<file path="src/rtl/bus_deser_pkg.sv">
`default_nettype none
// ============================================================================
// Module      : bus_deser_pkg
// Description : Shared phase codes, FSM state encoding and defaults for the
//               pad-bus deserializer.
// Revision    : 1.0 - initial release
// ============================================================================
package bus_deser_pkg;

  localparam logic [1:0] LH_ADL = 2'd0;
  localparam logic [1:0] LH_ADH = 2'd1;
  localparam logic [1:0] LH_SDO = 2'd2;
  localparam logic [1:0] LH_ILL = 2'd3;

  localparam logic [2:0] ST_WAIT_ADL = 3'd0;
  localparam logic [2:0] ST_WAIT_ADH = 3'd1;
  localparam logic [2:0] ST_MEM_RD   = 3'd2;
  localparam logic [2:0] ST_WAIT_SDO = 3'd3;
  localparam logic [2:0] ST_MEM_WR   = 3'd4;
  localparam logic [2:0] ST_PULSE    = 3'd5;

  localparam int unsigned DEF_TIMEOUT_CYCLES = 255;
  localparam logic [7:0]  DEF_RDATA_ABORT    = 8'hFF;

  typedef enum logic [1:0] {
    PH_IGNORE  = 2'd0,
    PH_CAPTURE = 2'd1,
    PH_ERROR   = 2'd2
  } phase_act_e;

  // The serializer keeps showing the previous phase until it sees rdy, so
  // the code just behind the awaited one is benign; anything else is an error.
  function automatic phase_act_e classify_phase(input logic [2:0] state,
                                                input logic [1:0] lh);
    logic [1:0] want;
    logic [1:0] stale;
    logic       waiting;
    waiting = 1'b1;
    want    = LH_ADL;
    stale   = LH_ADH;
    case (state)
      ST_WAIT_ADL: begin want = LH_ADL; stale = LH_ADH; end
      ST_WAIT_ADH: begin want = LH_ADH; stale = LH_ADL; end
      ST_WAIT_SDO: begin want = LH_SDO; stale = LH_ADH; end
      default:     waiting = 1'b0;
    endcase
    if (!waiting || lh == stale) return PH_IGNORE;
    if (lh == want) return PH_CAPTURE;
    return PH_ERROR;
  endfunction

endpackage
`default_nettype wire

</file>
<file path="src/rtl/bus_watchdog.sv">
`default_nettype none
// ============================================================================
// Module      : bus_watchdog
// Description : Memory-ack watchdog; counts cycles while start is high and
//               flags expiry in the TIMEOUT_CYCLES-th cycle.
// Revision    : 1.0 - initial release
// ============================================================================
module bus_watchdog
  import bus_deser_pkg::*;
#(
  parameter int unsigned TIMEOUT_CYCLES = DEF_TIMEOUT_CYCLES
) (
  input  logic clk,
  input  logic reset_n,
  input  logic start,
  input  logic clear,
  output logic expired
);

  localparam int unsigned c_cnt_w = $clog2(TIMEOUT_CYCLES + 1);
  localparam logic [c_cnt_w-1:0] c_last = c_cnt_w'(TIMEOUT_CYCLES - 1);

  logic [c_cnt_w-1:0] r_count;
  logic               w_at_last;

  assign w_at_last = (r_count == c_last);
  assign expired   = start & w_at_last;

  // Saturates at the last value; the owner drops start on expiry anyway.
  always_ff @(posedge clk or negedge reset_n) begin
    if (!reset_n) begin
      r_count <= '0;
    end else if (clear) begin
      r_count <= '0;
    end else if (start && !w_at_last) begin
      r_count <= r_count + 1'b1;
    end
  end

endmodule
`default_nettype wire

</file>
<file path="src/rtl/bus_deserializer.sv">
`default_nettype none
// ============================================================================
// Module      : bus_deserializer
// Description : Rebuilds address/write data from the multiplexed pad bus and
//               runs one memory transaction per bus cycle. Optional memory-ack
//               watchdog enabled by defining BUS_DESER_TIMEOUT_EN.
// Revision    : 1.0 - initial release
// ============================================================================
module bus_deserializer
  import bus_deser_pkg::*;
#(
  parameter int unsigned TIMEOUT_CYCLES = DEF_TIMEOUT_CYCLES,
  parameter logic [7:0]  RDATA_ABORT    = DEF_RDATA_ABORT
) (
  input  logic        clk,
  input  logic        reset_n,
  input  logic [7:0]  pad_in,
  input  logic [1:0]  lh,
  input  logic        we_pad,
  output logic        rdy,
  output logic        mem_req,
  output logic        mem_we,
  output logic [15:0] mem_addr,
  output logic [7:0]  mem_wdata,
  input  logic        mem_ack,
  input  logic [7:0]  mem_rdata,
  output logic [7:0]  di,
  output logic        di_valid,
  output logic        proto_err
);

  logic [2:0]  r_state;
  logic [2:0]  r_after_pulse;
  logic        r_rdy;
  logic        r_mem_req;
  logic        r_mem_we;
  logic [15:0] r_mem_addr;
  logic [7:0]  r_mem_wdata;
  logic [7:0]  r_di;
  logic        r_di_valid;
  logic        r_proto_err;

  phase_act_e  w_act;
  logic        w_ack;
  logic        w_expired;
  logic        w_mem_done;

  assign w_act      = classify_phase(r_state, lh);
  assign w_ack      = r_mem_req & mem_ack;
  assign w_mem_done = w_ack | w_expired;

`ifdef BUS_DESER_TIMEOUT_EN
  logic w_wd_clear;

  assign w_wd_clear = ~r_mem_req;

  bus_watchdog #(
    .TIMEOUT_CYCLES (TIMEOUT_CYCLES)
  ) u_watchdog (
    .clk     (clk),
    .reset_n (reset_n),
    .start   (r_mem_req),
    .clear   (w_wd_clear),
    .expired (w_expired)
  );
`else
  logic w_unused_cfg;

  assign w_expired    = 1'b0;
  assign w_unused_cfg = (TIMEOUT_CYCLES == 0);
`endif

  always_ff @(posedge clk or negedge reset_n) begin
    if (!reset_n) begin
      r_state       <= ST_WAIT_ADL;
      r_after_pulse <= ST_WAIT_ADL;
      r_rdy         <= 1'b0;
      r_mem_req     <= 1'b0;
      r_mem_we      <= 1'b0;
      r_mem_addr    <= '0;
      r_mem_wdata   <= '0;
      r_di          <= '0;
      r_di_valid    <= 1'b0;
      r_proto_err   <= 1'b0;
    end else begin
      r_rdy      <= 1'b0;
      r_di_valid <= 1'b0;
      case (r_state)
        ST_WAIT_ADL: begin
          if (w_act == PH_CAPTURE) begin
            r_mem_addr[7:0] <= pad_in;
            r_rdy           <= 1'b1;
            r_state         <= ST_PULSE;
            r_after_pulse   <= ST_WAIT_ADH;
          end else if (w_act == PH_ERROR) begin
            r_proto_err <= 1'b1;
          end
        end
        ST_WAIT_ADH: begin
          if (w_act == PH_CAPTURE) begin
            r_mem_addr[15:8] <= pad_in;
            r_mem_we         <= we_pad;
            if (we_pad) begin
              r_rdy         <= 1'b1;
              r_state       <= ST_PULSE;
              r_after_pulse <= ST_WAIT_SDO;
            end else begin
              // Reads are paced by the memory, so no rdy until the ack.
              r_mem_req <= 1'b1;
              r_state   <= ST_MEM_RD;
            end
          end else if (w_act == PH_ERROR) begin
            r_proto_err <= 1'b1;
            r_state     <= ST_WAIT_ADL;
          end
        end
        ST_WAIT_SDO: begin
          if (w_act == PH_CAPTURE) begin
            r_mem_wdata <= pad_in;
            r_mem_req   <= 1'b1;
            r_state     <= ST_MEM_WR;
          end else if (w_act == PH_ERROR) begin
            r_proto_err <= 1'b1;
            r_state     <= ST_WAIT_ADL;
          end
        end
        ST_MEM_RD, ST_MEM_WR: begin
          if (w_mem_done) begin
            r_mem_req     <= 1'b0;
            r_rdy         <= 1'b1;
            r_state       <= ST_PULSE;
            r_after_pulse <= ST_WAIT_ADL;
            if (r_state == ST_MEM_RD) begin
              r_di       <= w_ack ? mem_rdata : RDATA_ABORT;
              r_di_valid <= 1'b1;
            end
            if (!w_ack) begin
              r_proto_err <= 1'b1;
            end
          end
        end
        ST_PULSE: begin
          r_state <= r_after_pulse;
        end
        default: begin
          r_state <= ST_WAIT_ADL;
        end
      endcase
    end
  end

  assign rdy       = r_rdy;
  assign mem_req   = r_mem_req;
  assign mem_we    = r_mem_we;
  assign mem_addr  = r_mem_addr;
  assign mem_wdata = r_mem_wdata;
  assign di        = r_di;
  assign di_valid  = r_di_valid;
  assign proto_err = r_proto_err;

endmodule
`default_nettype wire
</file>
<file path="config.mk">
export PLATFORM = sky130hd
export DESIGN_NAME = bus_deserializer
export DESIGN_NICKNAME = d
export VERILOG_FILES = /design/src/rtl/bus_deser_pkg.sv /design/src/rtl/bus_watchdog.sv /design/src/rtl/bus_deserializer.sv
export SDC_FILE = /design/constraint.sdc
export NUM_CORES = 1
export LEC_CHECK = 0
export CELL_PAD_IN_SITES_DETAIL_PLACEMENT = 1
export CELL_PAD_IN_SITES_GLOBAL_PLACEMENT = 1
export CORE_MARGIN = 1.5
export CORE_UTILIZATION = 32
export DETAILED_ROUTE_END_ITERATION = 12
export PLACE_DENSITY_LB_ADDON = 0.1
export SLEW_MARGIN = 20
export SYNTH_ARGS = -nofsm -noshare
export SYNTH_HDL_FRONTEND = slang
export SYNTH_SLANG_ARGS = --single-unit
</file>
<file path="constraint.sdc">
create_clock -name clk -period 4.55 [get_ports clk]
set_input_delay 1.365 -clock clk [delete_from_list [all_inputs] [get_ports clk]]
set_output_delay 1.365 -clock clk [all_outputs]
set_load 0.1 [all_outputs]
</file>
==> impl_metrics.tcl, run 1 <==
set metrics [dict create \
    ant_nets 0 \
    slowest_delay_ns 1.16 \
    worstSetupEndpointType "primary output" \
    fin_crit_sh_pct 70.8 \
    synth_fp_nets 155 \
    crit_chain "clkdlybuf4s50_1" \
    antenna_found_initial 0 \
    std_cell_rows 27 \
    core-area_um2 5470 \
    die_x_um 78.2 \
    synth_ff_type "dfrtp_1" \
    n_antenna_cell 0 \
    grt_pass1_vias 1363 \
    ys_async_sr_fraction_pct 100 \
    grt_pass1_wl_um 6730 \
    grt_max_degree 43 \
    cts-resized-gates 0 \
    cts_buffer_depth 2 \
    die_h_um 78.2 \
    fin_setup_tns_ns 0 \
    synth_edf_count 0 \
    synth_area_leaders "dfrtp_1 58%, mux2_2 15%, mux2_4 6.6%" \
    yosysMostFrequentCell "dfrtp_1" \
    cp_top_family "buffers and inverters" \
    synth_cell_types 36 \
    dr_total_vias 1280 \
    cp.required_ns 3.18 \
    htreeDepth 2 \
    routed_via_density 4.85 \
    max_freq_mhz 310 \
    ys_ff_latch 42 \
    cts_tree "yes" \
    dp_hpwl_um 2820 \
    slew_viol_final 0 \
    utilization_pct 46.5 \
    critPathLaunchType "register" \
    cts_hold_buf 0 \
    drtIter0Drc 17 \
    cts_setup_buffers 0 \
    dr.pass1.iters 3 \
    path_buf_inv 1 \
    ioPinCount 59 \
    syn_inst 133 \
    rsz0062_at_grt "false" \
    cts_made_buffers 5 \
    routabilityCongestion 0.778 \
    clk_latency_ns 0.29 \
    crit_arrival_ns 1.86 \
    initial_utilization_pct 33.1 \
    drive_gt1_share_pct 21.4 \
    yosys.area.top_type_share_pct 58.0 \
    clkTransAtPathRegs_ns 0.07 \
    area_growth_syn_to_layout_pct 40.5 \
    maxCapViolations 0 \
    relSlewSlack_pct 33.5 \
    cpMaxStageDelayCell "clkdlybuf4s50_1" \
    path_class "reg -> out" \
    finalSetupViolCount 0 \
    overflow 0 \
    nets 213 \
    seq_area_frac_synth_pct 58.0 \
    crit_fanout 5 \
    drt_wl_total_um 3970 \
    drc_errors 0 \
    tightest_slew_ns 0.994 \
    min_path_type "reg -> reg" \
    yosys.area.top_type "dfrtp_1" \
    wl_per_cell_um 15.0 \
    outcome "complete, no violations" \
    clock_sinks 42 \
    root_buffer "clkbuf_8" \
    die_area_um2 6120 \
    portBuffers 58 \
    synth_common_cells "42 x dfrtp_1, 24 x mux2_2, 8 x mux2_4" \
    fin_skew_ns 0.0111 \
    hold_viol 0 \
    grt_usage_pct 14.2 \
    avgSynthCellArea_um2 13.6 \
    ys_warn_count 0 \
    synth.cell_area_um2 1810 \
    min_period_ns 3.22 \
]
==> tightest hold or removal path: cells and delay by family (launching register included) <==
kind | cells | cell delay [ns]
AO/OA/AOI/OAI | 2 | 0.12
flip-flops | 1 | 0.35
==> flip-flops by register name, summed over array words and instances (netlist names) <==
| signal | count |
|---|---|
| mem_addr | 16 |
| di | 8 |
| mem_wdata | 8 |
| r_state | 3 |
| r_after_pulse | 2 |
| di_valid | 1 |
| mem_req | 1 |
| mem_we | 1 |
| proto_err | 1 |
| rdy | 1 |
==> path summary, 6_finish.rpt <==
path | from | to | slack [ns] | cells past startpoint
worst max-delay path | mem_req | mem_req | 1.33 | 1
worst min-delay path | proto_err | proto_err | 0.50 | 2
worst max register to register | r_state[0] | mem_addr[1] | 2.43 | 3
worst min register to register | proto_err | proto_err | 0.50 | 2
max in group asynchronous | reset_n | mem_wdata[5] | 2.75 | 1
min in group asynchronous | reset_n | mem_addr[4] | 1.21 | 1
==> stage by stage <==
| stage | setup WS (ns) | hold slack (ns) | instance area [um^2] | std cells |
|---|---|---|---|---|
| global route | 1.25 | 0.526 | 2540 | 264 |
| detailed placement | 1.37 | 0.481 | 2430 | 256 |
| finish | 1.33 | 0.505 | 2540 | 264 |
| floorplan | 1.99 | 0.493 | 1810 | 133 |
| CTS | 1.31 | 0.508 | 2540 | 264 |
| global placement | 1.41 | 0.468 | 2430 | 256 |
==> cells in the final DEF, fill, tap and decap left out, types with 2 or more instances in the layout <==
cell type	instances
a21o_1	2
a21oi_1	2
a221oi_1	2
a31oi_1	2
and3_1	2
and3b_1	2
clkbuf_8	5
clkdlybuf4s50_1	57
dfrtp_1	42
inv_1	5
mux2_2	24
mux2_4	8
nand2_1	4
nand2b_1	2
nor2_1	3
nor2b_1	3
nor3_1	2
o21ai_0	2
or3_1	3
==> cell type report <==
cell class              count  area, um^2
inverters                   5        18.8
well taps                  72        90.1
clock inverters             2        37.5
repair buffers             58         576
multi-input cells          79         699
clock buffers               6        72.6
fillers                   573        2930
flip-flops and latches     42        1050
==> cell families after synthesis <==
logic type	synth area share, %
DFF	58.0
muxes	22.2
and+or+nand+nor	9.25
AOI/OAI and AO/OA	6.70
buffers and inverters	3.38
xor gates and xnor gates	0.484
==> layer usage <==
| metal | track usage (%) | share of wire [%] | up-vias | wire [um] |
|---|---|---|---|---|
| met5 | 0 | 0 | - | 0 |
| met4 | 5.00 | 1.4 | 0 | 55 |
| met3 | 5.00 | 7.3 | 7 | 291 |
| met2 | 23.8 | 47 | 46 | 1880 |
| met1 | 17.0 | 44 | 633 | 1750 |
| li1 | - | - | 594 | - |
Power of run 1 is left out: the tool's default activity adds up to more than one toggle a clock period on the data nets, which glitch-free logic cannot reach.
==> inputs of run 2 (changes only) <==
==> constraint.sdc (replaced) <==
create_clock -name clk -period 3.2 [get_ports clk]
set_input_delay 0.96 -clock clk [delete_from_list [all_inputs] [get_ports clk]]
set_output_delay 0.96 -clock clk [all_outputs]
set_load 0.1 [all_outputs]
==> impl_metrics.tcl, run 2 (synthesis results as in run 1) <==
set metrics [dict create \
    outcome "complete, no violations" \
    layout_common_cells "42 x dfrtp_1, 39 x buf_4, 24 x mux2_2" \
    r2r_setup_slack_ns 1.07 \
    std_cell_rows 27 \
    fin_skew_ns 0.00641 \
    cp.required_ns 3.37 \
    regToRegStartpoint "r_state[0]" \
    initial_utilization_pct 33.1 \
    ioPinCount 59 \
    reg2reg_depth 3 \
    grt_pass1_wl_um 7020 \
    worstSetupEndpointType "register" \
    slew_viol_final 0 \
    dp_hpwl_um 2940 \
    grt_pass1_vias 1412 \
    cts_buffer_depth 2 \
    htreeDepth 2 \
    cts_made_buffers 5 \
    clock_sinks 42 \
    drive_gt1_share_pct 40.7 \
    root_buffer "clkbuf_8" \
    final_common_cell "dfrtp_1" \
    routabilityCongestion 0.745 \
    die_x_um 78.2 \
    min_path_type "reg -> reg" \
    portBuffers 58 \
    overflow 0 \
    cts_tree "yes" \
    die_h_um 78.2 \
    clk_latency_ns 0.29 \
    grt_max_degree 43 \
    drc_errors 0 \
    rsz0062_at_grt "false" \
    min_to "proto_err" \
    hold_viol 0 \
    dpl_cell_area_um2 2360 \
    hold_depth 2 \
    dr_total_vias 1273 \
    area_growth_syn_to_layout_pct 36.0 \
    fin_area_um2 2460 \
    r2r_end "mem_addr[7]" \
    cts_setup_buffers 0 \
    path_class "in -> reg" \
    largest_reg_flops 16 \
    drtIter0Drc 21 \
    core-area_um2 5470 \
    ant_nets 0 \
    nets 215 \
    fin_setup_tns_ns 0 \
    grt_usage_pct 14.7 \
    crit_fanout 10 \
    cts-resized-gates 0 \
    n_antenna_cell 0 \
    die_area_um2 6120 \
    min_period_ns 2.44 \
    finalSetupViolCount 0 \
    relSlewSlack_pct 38.4 \
    wl_per_cell_um 15.3 \
    tightest_slew_ns 0.924 \
    maxCapViolations 0 \
    max_freq_mhz 410 \
    antenna_found_initial 0 \
    multi_input_area_um2 699 \
    clkTransAtPathRegs_ns 0.08 \
    critPathLaunchType "primary input" \
    cts_hold_buf 0 \
    hold_start "proto_err" \
    dr.pass1.iters 4 \
    fill_cells 604 \
    regArea_um2 1050 \
    fin_crit_sh_pct 76.3 \
    routed_via_density 4.79 \
    crit_arrival_ns 2.61 \
    utilization_pct 45.0 \
    drt_wl_total_um 4070 \
]
==> run 2: worst max-delay path by stage <==
stage / slack (ns) / from / cells after the start / endpoint
after floorplan: 1.04 / lh[0] / 4 / mem_addr[10]
after global placement: 0.53 / lh[1] / 3 / mem_addr[5]
after detailed placement: 0.46 / lh[0] / 3 / mem_addr[6]
after CTS: 0.78 / lh[0] / 3 / mem_addr[6]
after global routing: 0.73 / lh[1] / 3 / mem_addr[6]
final: 0.76 / lh[0] / 3 / mem_addr[7]
==> run 2: final cells by class <==
cell class	count	area share [%]
Clock buffer	7	3.10
Clock inverter	1	1.22
Inverter	5	0.762
Multi-Input combinational cell	79	28.4
Sequential cell	42	42.7
Tap cell	72	3.66
Timing Repair Buffer	60	20.2
==> run 2: per-stage QoR <==
stage          setup slack, ns  hold slack, ns  instances
6_report                 0.759           0.505        266
5_1_grt                  0.726           0.527        266
4_1_cts                  0.775           0.514        266
3_5_place_dp             0.456           0.484        258
3_3_place_gp             0.528           0.471        258
2_1_floorplan             1.04           0.493        133
==> run 2: routing by layer <==
metal	global-route usage, %	share of wire [%]	up-vias	routed length (um)
met5	0	0	-	0
met4	4.82	1.3	0	51
met3	3.84	5.5	6	224
met2	23.9	48	44	1960
met1	19.2	45	626	1840
li1	-	-	597	-
==> run 2: critical path: stages <==
cell	delay [ns]
clkdlybuf4s50_1	0.56
or3_1	0.70
mux2_4	0.39
Power of run 2 is left out for the same reason.
